File: config.mk
export PLATFORM = sky130hd
export DESIGN_NAME = pc_ifid_stage
export DESIGN_NICKNAME = d
export VERILOG_FILES = /design/src/rtl/pc_ifid_stage_pkg.sv /design/src/rtl/pc_ifid_stage_next_pc_sel.sv /design/src/rtl/pc_ifid_stage.sv
export SDC_FILE = /design/constraint.sdc
export NUM_CORES = 1
export LEC_CHECK = 0
export ABC_AREA = 1
export ABC_CLOCK_PERIOD_IN_PS = 1290
export BUFFER_PORTS_ARGS = -buffer_cell sky130_fd_sc_hd__buf_2
export CORE_ASPECT_RATIO = 1.5
export CORE_MARGIN = 2
export CORE_UTILIZATION = 40
export CTS_CLUSTER_DIAMETER = 150
export DETAILED_ROUTE_END_ITERATION = 12
export PLACE_DENSITY = 0.68
export SLEW_MARGIN = 20
export SYNTH_ARGS = -nofsm -noshare
export SYNTH_HDL_FRONTEND = slang
export SYNTH_SLANG_ARGS = --single-unit
File: constraint.sdc
create_clock -name clk -period 1.29 [get_ports clk]
set_input_delay 0.129 -clock clk [delete_from_list [all_inputs] [get_ports clk]]
set_output_delay 0.129 -clock clk [all_outputs]
set_load 0.02 [all_outputs]
File: src/rtl/pc_ifid_stage_pkg.sv
// Shared types and constants for the PC / IF-ID fetch stage.
`default_nettype none

package pc_ifid_stage_pkg;

  typedef enum logic [0:0] {
    RUN  = 1'b0,
    TRAP = 1'b1
  } state_t;

  localparam logic [31:0] NOP_INSTR        = 32'h0000_0013;
  localparam logic [31:0] DEFAULT_RESET_PC = 32'h0000_0000;

  function automatic logic is_word_aligned(input logic [31:0] addr);
    return (addr[1:0] == 2'b00);
  endfunction

endpackage

`default_nettype wire

File: src/rtl/pc_ifid_stage_next_pc_sel.sv
// Next-PC selection (hold, +4 or redirect target) and per-cycle action decode.
`default_nettype none

module next_pc_sel
  import pc_ifid_stage_pkg::*;
(
  input  state_t      state,
  input  logic        stall,
  input  logic        redirect_valid,
  input  logic [31:0] redirect_target,
  input  logic [31:0] pc,
  output logic [31:0] next_pc,
  output logic        capture,
  output logic        flush,
  output logic        misaligned
);

  always_comb begin
    next_pc    = pc;
    capture    = 1'b0;
    flush      = 1'b0;
    misaligned = 1'b0;
    // TRAP ignores every input: all outputs keep their hold defaults.
    if (state == RUN) begin
      if (redirect_valid) begin
        flush = 1'b1;
        if (is_word_aligned(redirect_target)) begin
          next_pc = redirect_target;
        end else begin
          misaligned = 1'b1;
        end
      end else if (!stall) begin
        next_pc = pc + 32'd4;
        capture = 1'b1;
      end
    end
  end

endmodule

`default_nettype wire

File: src/rtl/pc_ifid_stage.sv
// Program counter and IF/ID pipeline register with redirect, stall and
// misaligned-redirect trap handling. All state lives here.
`default_nettype none

module pc_ifid_stage
  import pc_ifid_stage_pkg::*;
#(
  parameter logic [31:0] RESET_PC = DEFAULT_RESET_PC
) (
  input  logic        clk,
  input  logic        reset,
  input  logic        stall_i,
  input  logic        redirect_valid_i,
  input  logic [31:0] redirect_target_i,
  input  logic [31:0] instr_i,
  output logic [31:0] pc_o,
  output logic [31:0] ifid_pc_o,
  output logic [31:0] ifid_instr_o,
  output logic        ifid_valid_o,
  output logic        trap_o,
  output logic [31:0] fetch_count_o
);

  state_t      state;
  logic [31:0] next_pc;
  logic        capture;
  logic        flush;
  logic        misaligned;

  next_pc_sel u_next_pc_sel (
    .state           (state),
    .stall           (stall_i),
    .redirect_valid  (redirect_valid_i),
    .redirect_target (redirect_target_i),
    .pc              (pc_o),
    .next_pc         (next_pc),
    .capture         (capture),
    .flush           (flush),
    .misaligned      (misaligned)
  );

  always_ff @(posedge clk) begin
    if (reset) begin
      state         <= RUN;
      pc_o          <= RESET_PC;
      ifid_pc_o     <= 32'h0000_0000;
      ifid_instr_o  <= NOP_INSTR;
      ifid_valid_o  <= 1'b0;
      trap_o        <= 1'b0;
      fetch_count_o <= 32'h0000_0000;
    end else begin
      pc_o <= next_pc;
      if (capture) begin
        ifid_pc_o     <= pc_o;
        ifid_instr_o  <= instr_i;
        ifid_valid_o  <= 1'b1;
        fetch_count_o <= fetch_count_o + 32'd1;
      end else if (flush) begin
        // Flush keeps ifid_pc_o so the bubble still carries its last PC.
        ifid_instr_o <= NOP_INSTR;
        ifid_valid_o <= 1'b0;
      end
      if (misaligned) begin
        state  <= TRAP;
        trap_o <= 1'b1;
      end
    end
  end

endmodule

`default_nettype wire

== After elaboration in Yosys (flattened, before gate mapping) ==
Index checks and enable logic that the tools add are counted.

* Flip-flop bits (word level): 130
* Bits in latches: 0
* RAM bits: 0
* Memory bits (read-only): 0
* Bits of input ports: 68
* Memories kept: 0

* Add/sub/neg operators: 2
* $mul: 0
* Div/mod/pow operators: 0
* Order comparisons: 0
* Eq/ne operators: 2
* Shifts and indexed selects: 0
* Mux-type cells: 15
* Bitwise logic cells: 1
* Reduce and logical (&&, ||, !) cells: 3

{| class="wikitable"
|+ Operators with widths
! kind !! number
|-
| 32-bit 2-to-1 mux || 5
|-
| 32-bit by 1-bit adder with 32-bit output (second input constant) || 1
|-
| 32-bit by 3-bit adder with 32-bit output (second input constant) || 1
|-
| 1-bit 2-to-1 mux || 10
|-
| 2-bit by 1-bit != test with 1-bit output (second input constant) || 2
|-
| 3-bit AND reduction || 1
|-
| 2-bit logical NOT || 1
|-
| 2-bit nonzero test || 1
|-
| 1-bit NOT || 1
|}

== Logic depth before layout (Yosys ltp) ==
* Depth in word-level cells: 4
* Gate-level depth with buffers: 12
* Depth with buffers taken out: 11

== By module ==
Synthesis repeated with hierarchy kept, for this count alone.

* Cell total of the unflattened synthesis: 1,054
* Area total of the unflattened synthesis: 6,877.8 µm²

{| class="wikitable"
|+ By module, submodules not included
! module !! times used !! cells an instance !! area each (µm²) !! seq. area each (µm²)
|-
| pc_ifid_stage || 1 || 667 || 4,974.8 || 2,602.5
|-
| next_pc_sel || 1 || 387 || 1,903.1 || 0.0
|}

== Worst setup path after synthesis ==
No wires, ideal clock.

* Kind: reg2reg
* Start: register fetch_count_o[0]
* End: register fetch_count_o[20]
* Data arrival time: 1.510 ns
* Setup slack: -0.335 ns
* Cell stages (with the launch flop): 9
* Buffers on the path: 0
* Period minus slack after synthesis: 1.625 ns
* Cells stage by stage: dfxtp_1 > ha_1 > nand3_1 > nor2_4 > nand4_2 > nor2_2 > nand2_1 > o21ai_1 > nor2_1

* Cells in the longest elaborated chain, start to end: 1

{| class="wikitable"
|+ Ends and longest elaborated chain
! element !! RTL line !! source
|-
| start, declared || pc_ifid_stage.sv:21 || <nowiki>output logic [31:0] fetch_count_o</nowiki>
|-
| start signal, assigned || pc_ifid_stage.sv:57 || <nowiki>fetch_count_o <= fetch_count_o + 32'd1;</nowiki>
|-
| 32-bit by 1-bit adder with 32-bit output || pc_ifid_stage.sv:57 ||
|}

No other way between the ends.
A chain may end at the register's enable or synchronous reset.

== Worst setup path after layout ==
* Start: register state
* End: register fetch_count_o[16]

* Cells in the longest elaborated chain, start to end: 1

{| class="wikitable"
|+ Ends and longest elaborated chain
! element !! RTL line !! source
|-
| start, declared || pc_ifid_stage.sv:24 || <nowiki>state_t state;</nowiki>
|-
| start signal, assigned || pc_ifid_stage.sv:44 || <nowiki>state <= RUN;</nowiki>
|-
| start signal, assigned || pc_ifid_stage.sv:64 || <nowiki>state <= TRAP;</nowiki>
|-
| 1-bit 2-to-1 mux || pc_ifid_stage_next_pc_sel.sv:24 || <nowiki>if (state == RUN) begin</nowiki>
|}

No other way between the ends.

==> metrics list <==
- Synthesized area: ~6300 sq um
- Worst VDD drop: between 0.7 and 0.8 mV
* Fill count: 1202
* Combinational fraction of design power: 14.9%
- The tool flagged a number of max-cap violations equal to 0.
* Predominant post-synthesis flop cell: sky130_fd_sc_hd__dfxtp_1
* Switching share of power: ~28%
- At the pin with the least slew margin, the transition time is about 0.44 ns.
- When the netlist entered floorplanning its net count stood at approximately 1000.
- Cell variety after synth: 38
* Wire length of the first global-routing pass: between 30000 and 40000 um
* Setup crit end kind: flop
- The checks that failed: negative setup slack.
- Sinks on the clock net: 130
- Hpwl dp: 15300 um
- Power density normalized to cell area: ~1100 nW/um^2
- Synth-to-layout area growth: 68.2%
- Number of antenna violations at the first check in global routing: 0
* First-iteration detailed-routing DRC count: 456
* Leakage Power: approximately 4.8 nW
- Share of final-layout standard cells stronger than drive strength 1: between 40% and 50%
* Synthesis warning total: 0
- Slowest CP cell: sky130_fd_sc_hd__dfxtp_4
* Number of nets in the finished design: 1380
- Total power for the finished layout comes to 0.0112 W.
- Total via count after detailed routing: roughly 7700
* Floorplan die area: approximately 17000 sq um
- Traced cell by cell, the critical path runs through nor2_4 > nand2_4 > nor2_4 > nand4_4 > buf_4 > xor2_1 > nor2_1.
* EDFF count, synth: 0
- In the synthesized netlist the async set-or-reset flop fraction comes to 0%.
- Counting I/O delays and the setup requirement, the final critical path takes about 1.5 ns.
* Area of placed instances: 8500 sq um
- Share of the clock period used by the worst path: 116%
* Crit-path max FO: 5
* Die height: 158 um
* Cell Count, Final, Fillers Out: ~1500
- Placer congestion estimate: 0.928
* Layout Cell Area excl Fill: between 10000 and 15000 sq um
- The count of nets left with antenna violations once routing finished came out at 0.
* # setup viols final: 48
- Number of standard cells after synthesis: ~940
* Overall overflow remaining after global route: 0
- Worst hold-check path type: input port to flop
* Ports: 198
- After synthesis, the mean cell area works out to 6.67 sq um.
- Std cell rows: 56
- The library cell used most frequently in the layout, excluding fill and tap cells, is sky130_fd_sc_hd__nand2_1.
- Net switching power of the design: approximately 0.0031 W
- By startpoint and endpoint, the worst setup path is classified as flop to flop.
- Final hold analysis gives a worst-case slack of about 0.044 ns.
- TritonCTS built the clock tree.
- Including well taps, the total number of placed cells is 1426.
* Pins Over Slew Limit: 0
- Pre-Repair DR Iteration Count: 7
- X dimension of the die: 106 um
- Data on the critical path arrives at its endpoint at between 1.5 and 2 ns.
* Cell internal power dissipation: 0.00808 W
- Clock-pin slew on the worst setup and hold paths: ~0.070 ns
- The H-tree was split into 4 levels.
- In this run the tool buffered the top-level ports with approximately 200 buffer cells.
- Inserted Clock Buffers: 17
- Bufs on Longest Clock Path: 2
- On the final layout, the worst clock skew is ~0.016 ns.
- 0 antenna diodes ended up in the layout.
* Kind of start point of the critical path: flop
* Sequential power share: about two fifths
* DR WL/cell: between 15 and 20 um
- After detailed routing, the number of remaining DRC violations is 0.
- The later pin in the worst-skew pair is clocked with a latency of 0.42 ns.
- The total area inside the core boundary comes to about 15000 sq um.
- The largest single stage delay on the critical path is approximately 0.36 ns.
- Crit-path most repeated cell: sky130_fd_sc_hd__nor2_4
- Entering global routing, the biggest net connects between 70 and 80 pins.
- The clock network accounts for a little under half of the total power.
* Relative slew slack: approximately 70%
- Summed over all failing endpoints, the final setup total negative slack is -4.67 ns.
* Final worst slack: -0.205 ns
* Via count normalized by instance count: roughly 5.1
* Number of global-route vias before repair: between 7000 and 8000
- The flow ran to the end, but the final reports show violations.
- Post-synthesis sequential element count: 130
- The routed design has about 24000 um of wire.
- Master cell of the clock root buffer: sky130_fd_sc_hd__clkbuf_16
* Global-route total usage across every layer: between 20% and 30%
- Initial core utilization: 40.6%
- The total count of hold-check failures in the final report came to 0.
- Required @ worst endpoint: between 1.5 and 2 ns
* Sequential area share after synthesis: approximately 41%
- Achievable clock frequency: approximately 670 MHz
- Commonest non-fill, non-tap cells in the layout: sky130_fd_sc_hd__nand2_1, sky130_fd_sc_hd__buf_2, sky130_fd_sc_hd__buf_4
* RSZ-0062 raised after global routing: yes
## worst max-delay path, delay by kind of cell, from the launching register on
kind                      cells  cell delay (ns)
buffers and inverters         1             0.18
DFF                           1             0.36
xor gates and xnor gates      1             0.17
and+or+nand+nor               5             0.65
## cell type report
cell class	instances	area, sq um	area share [%]
clock inverters	14	188	1.77
flip-flops and latches	130	2740	25.9
repair buffers	389	2800	26.4
well taps	203	254	2.40
clock buffers	18	450	4.26
multi-input cells	714	3920	37.1
inverters	58	230	2.18
## logic make-up after synthesis
kind of cell	synth area share, %
AOI/OAI and AO/OA	14.8
adders and majority gates	0.398
xor gates and xnor gates	0.975
and+or+nand+nor	35.9
DFF	41.4
buffers and inverters	6.63
## final timing paths
path	start	endpoint	slack, ns	cells past startpoint
min	redirect_target_i[16]	pc_o[16]$_SDFFE_PP0P_	0.04	5
max reg2reg	state$_SDFFE_PP0P_	fetch_count_o[16]$_SDFFE_PP0N_	-0.21	7
min reg2reg	ifid_instr_o[14]$_SDFFE_PP0P_	ifid_instr_o[14]$_SDFFE_PP0P_	0.46	2
max	state$_SDFFE_PP0P_	fetch_count_o[16]$_SDFFE_PP0N_	-0.21	7
## power groups by stage
stage	Clock (W)	Sequential [W]	Combinational, W
3_3_place_gp	0	0.00437	0.00139
4_1_cts	0.00533	0.00429	0.00151
5_1_grt	0.00550	0.00429	0.00180
2_1_floorplan	0	0.00459	0.000557
3_5_place_dp	0	0.00437	0.00140
6_report	0.00527	0.00428	0.00167
## metal layers
layer  track usage (%)  part of all wire [%]  up-vias
li1                  -                     -     3786
met1              27.9                    38     3630
met2              48.0                    52      279
met3              5.80                   5.6       49
met4              12.6                   3.8        0
met5                 0                     0        -
## synthesized netlist by cell type, drive strengths merged, types with 3 or more instances
cell	count	area [sq um]
nand2	294	1140
nor2	160	709
dfxtp	130	2600
a21oi	98	490
o21ai	66	330
inv	58	223
nand3	43	215
buf	21	119
clkbuf	20	75.1
nand3b	8	60.1
nand4	7	50.1
nor3	6	30.0
xor2	5	43.8
a31oi	3	18.8
o21a	3	22.5
o22ai	3	18.8
## what timing repair did
action,CTS,global route
endpoints found under the setup margin,63,109
cloned,0,7
resized for setup,70,173
setup buffers,12,18
hold buffers,34,0
pin swaps,39,51
endpoints found under the hold margin,34,0
## registers in the layout, indices dropped and copies added (netlist names)
register / count
ifid_pc_o: 32
state: 1
fetch_count_o: 32
ifid_valid_o: 1
ifid_instr_o: 32
pc_o: 32
## per-stage QoR
stage,util [%],worst slack [ns]
after floorplan,-,-0.0756
after detailed placement,54.9,-0.190
after global routing,68.3,-0.283
final,68.3,-0.205
after CTS,63.2,-0.124
after global placement,54.9,-0.164
Power figures use the tool's default switching activity.
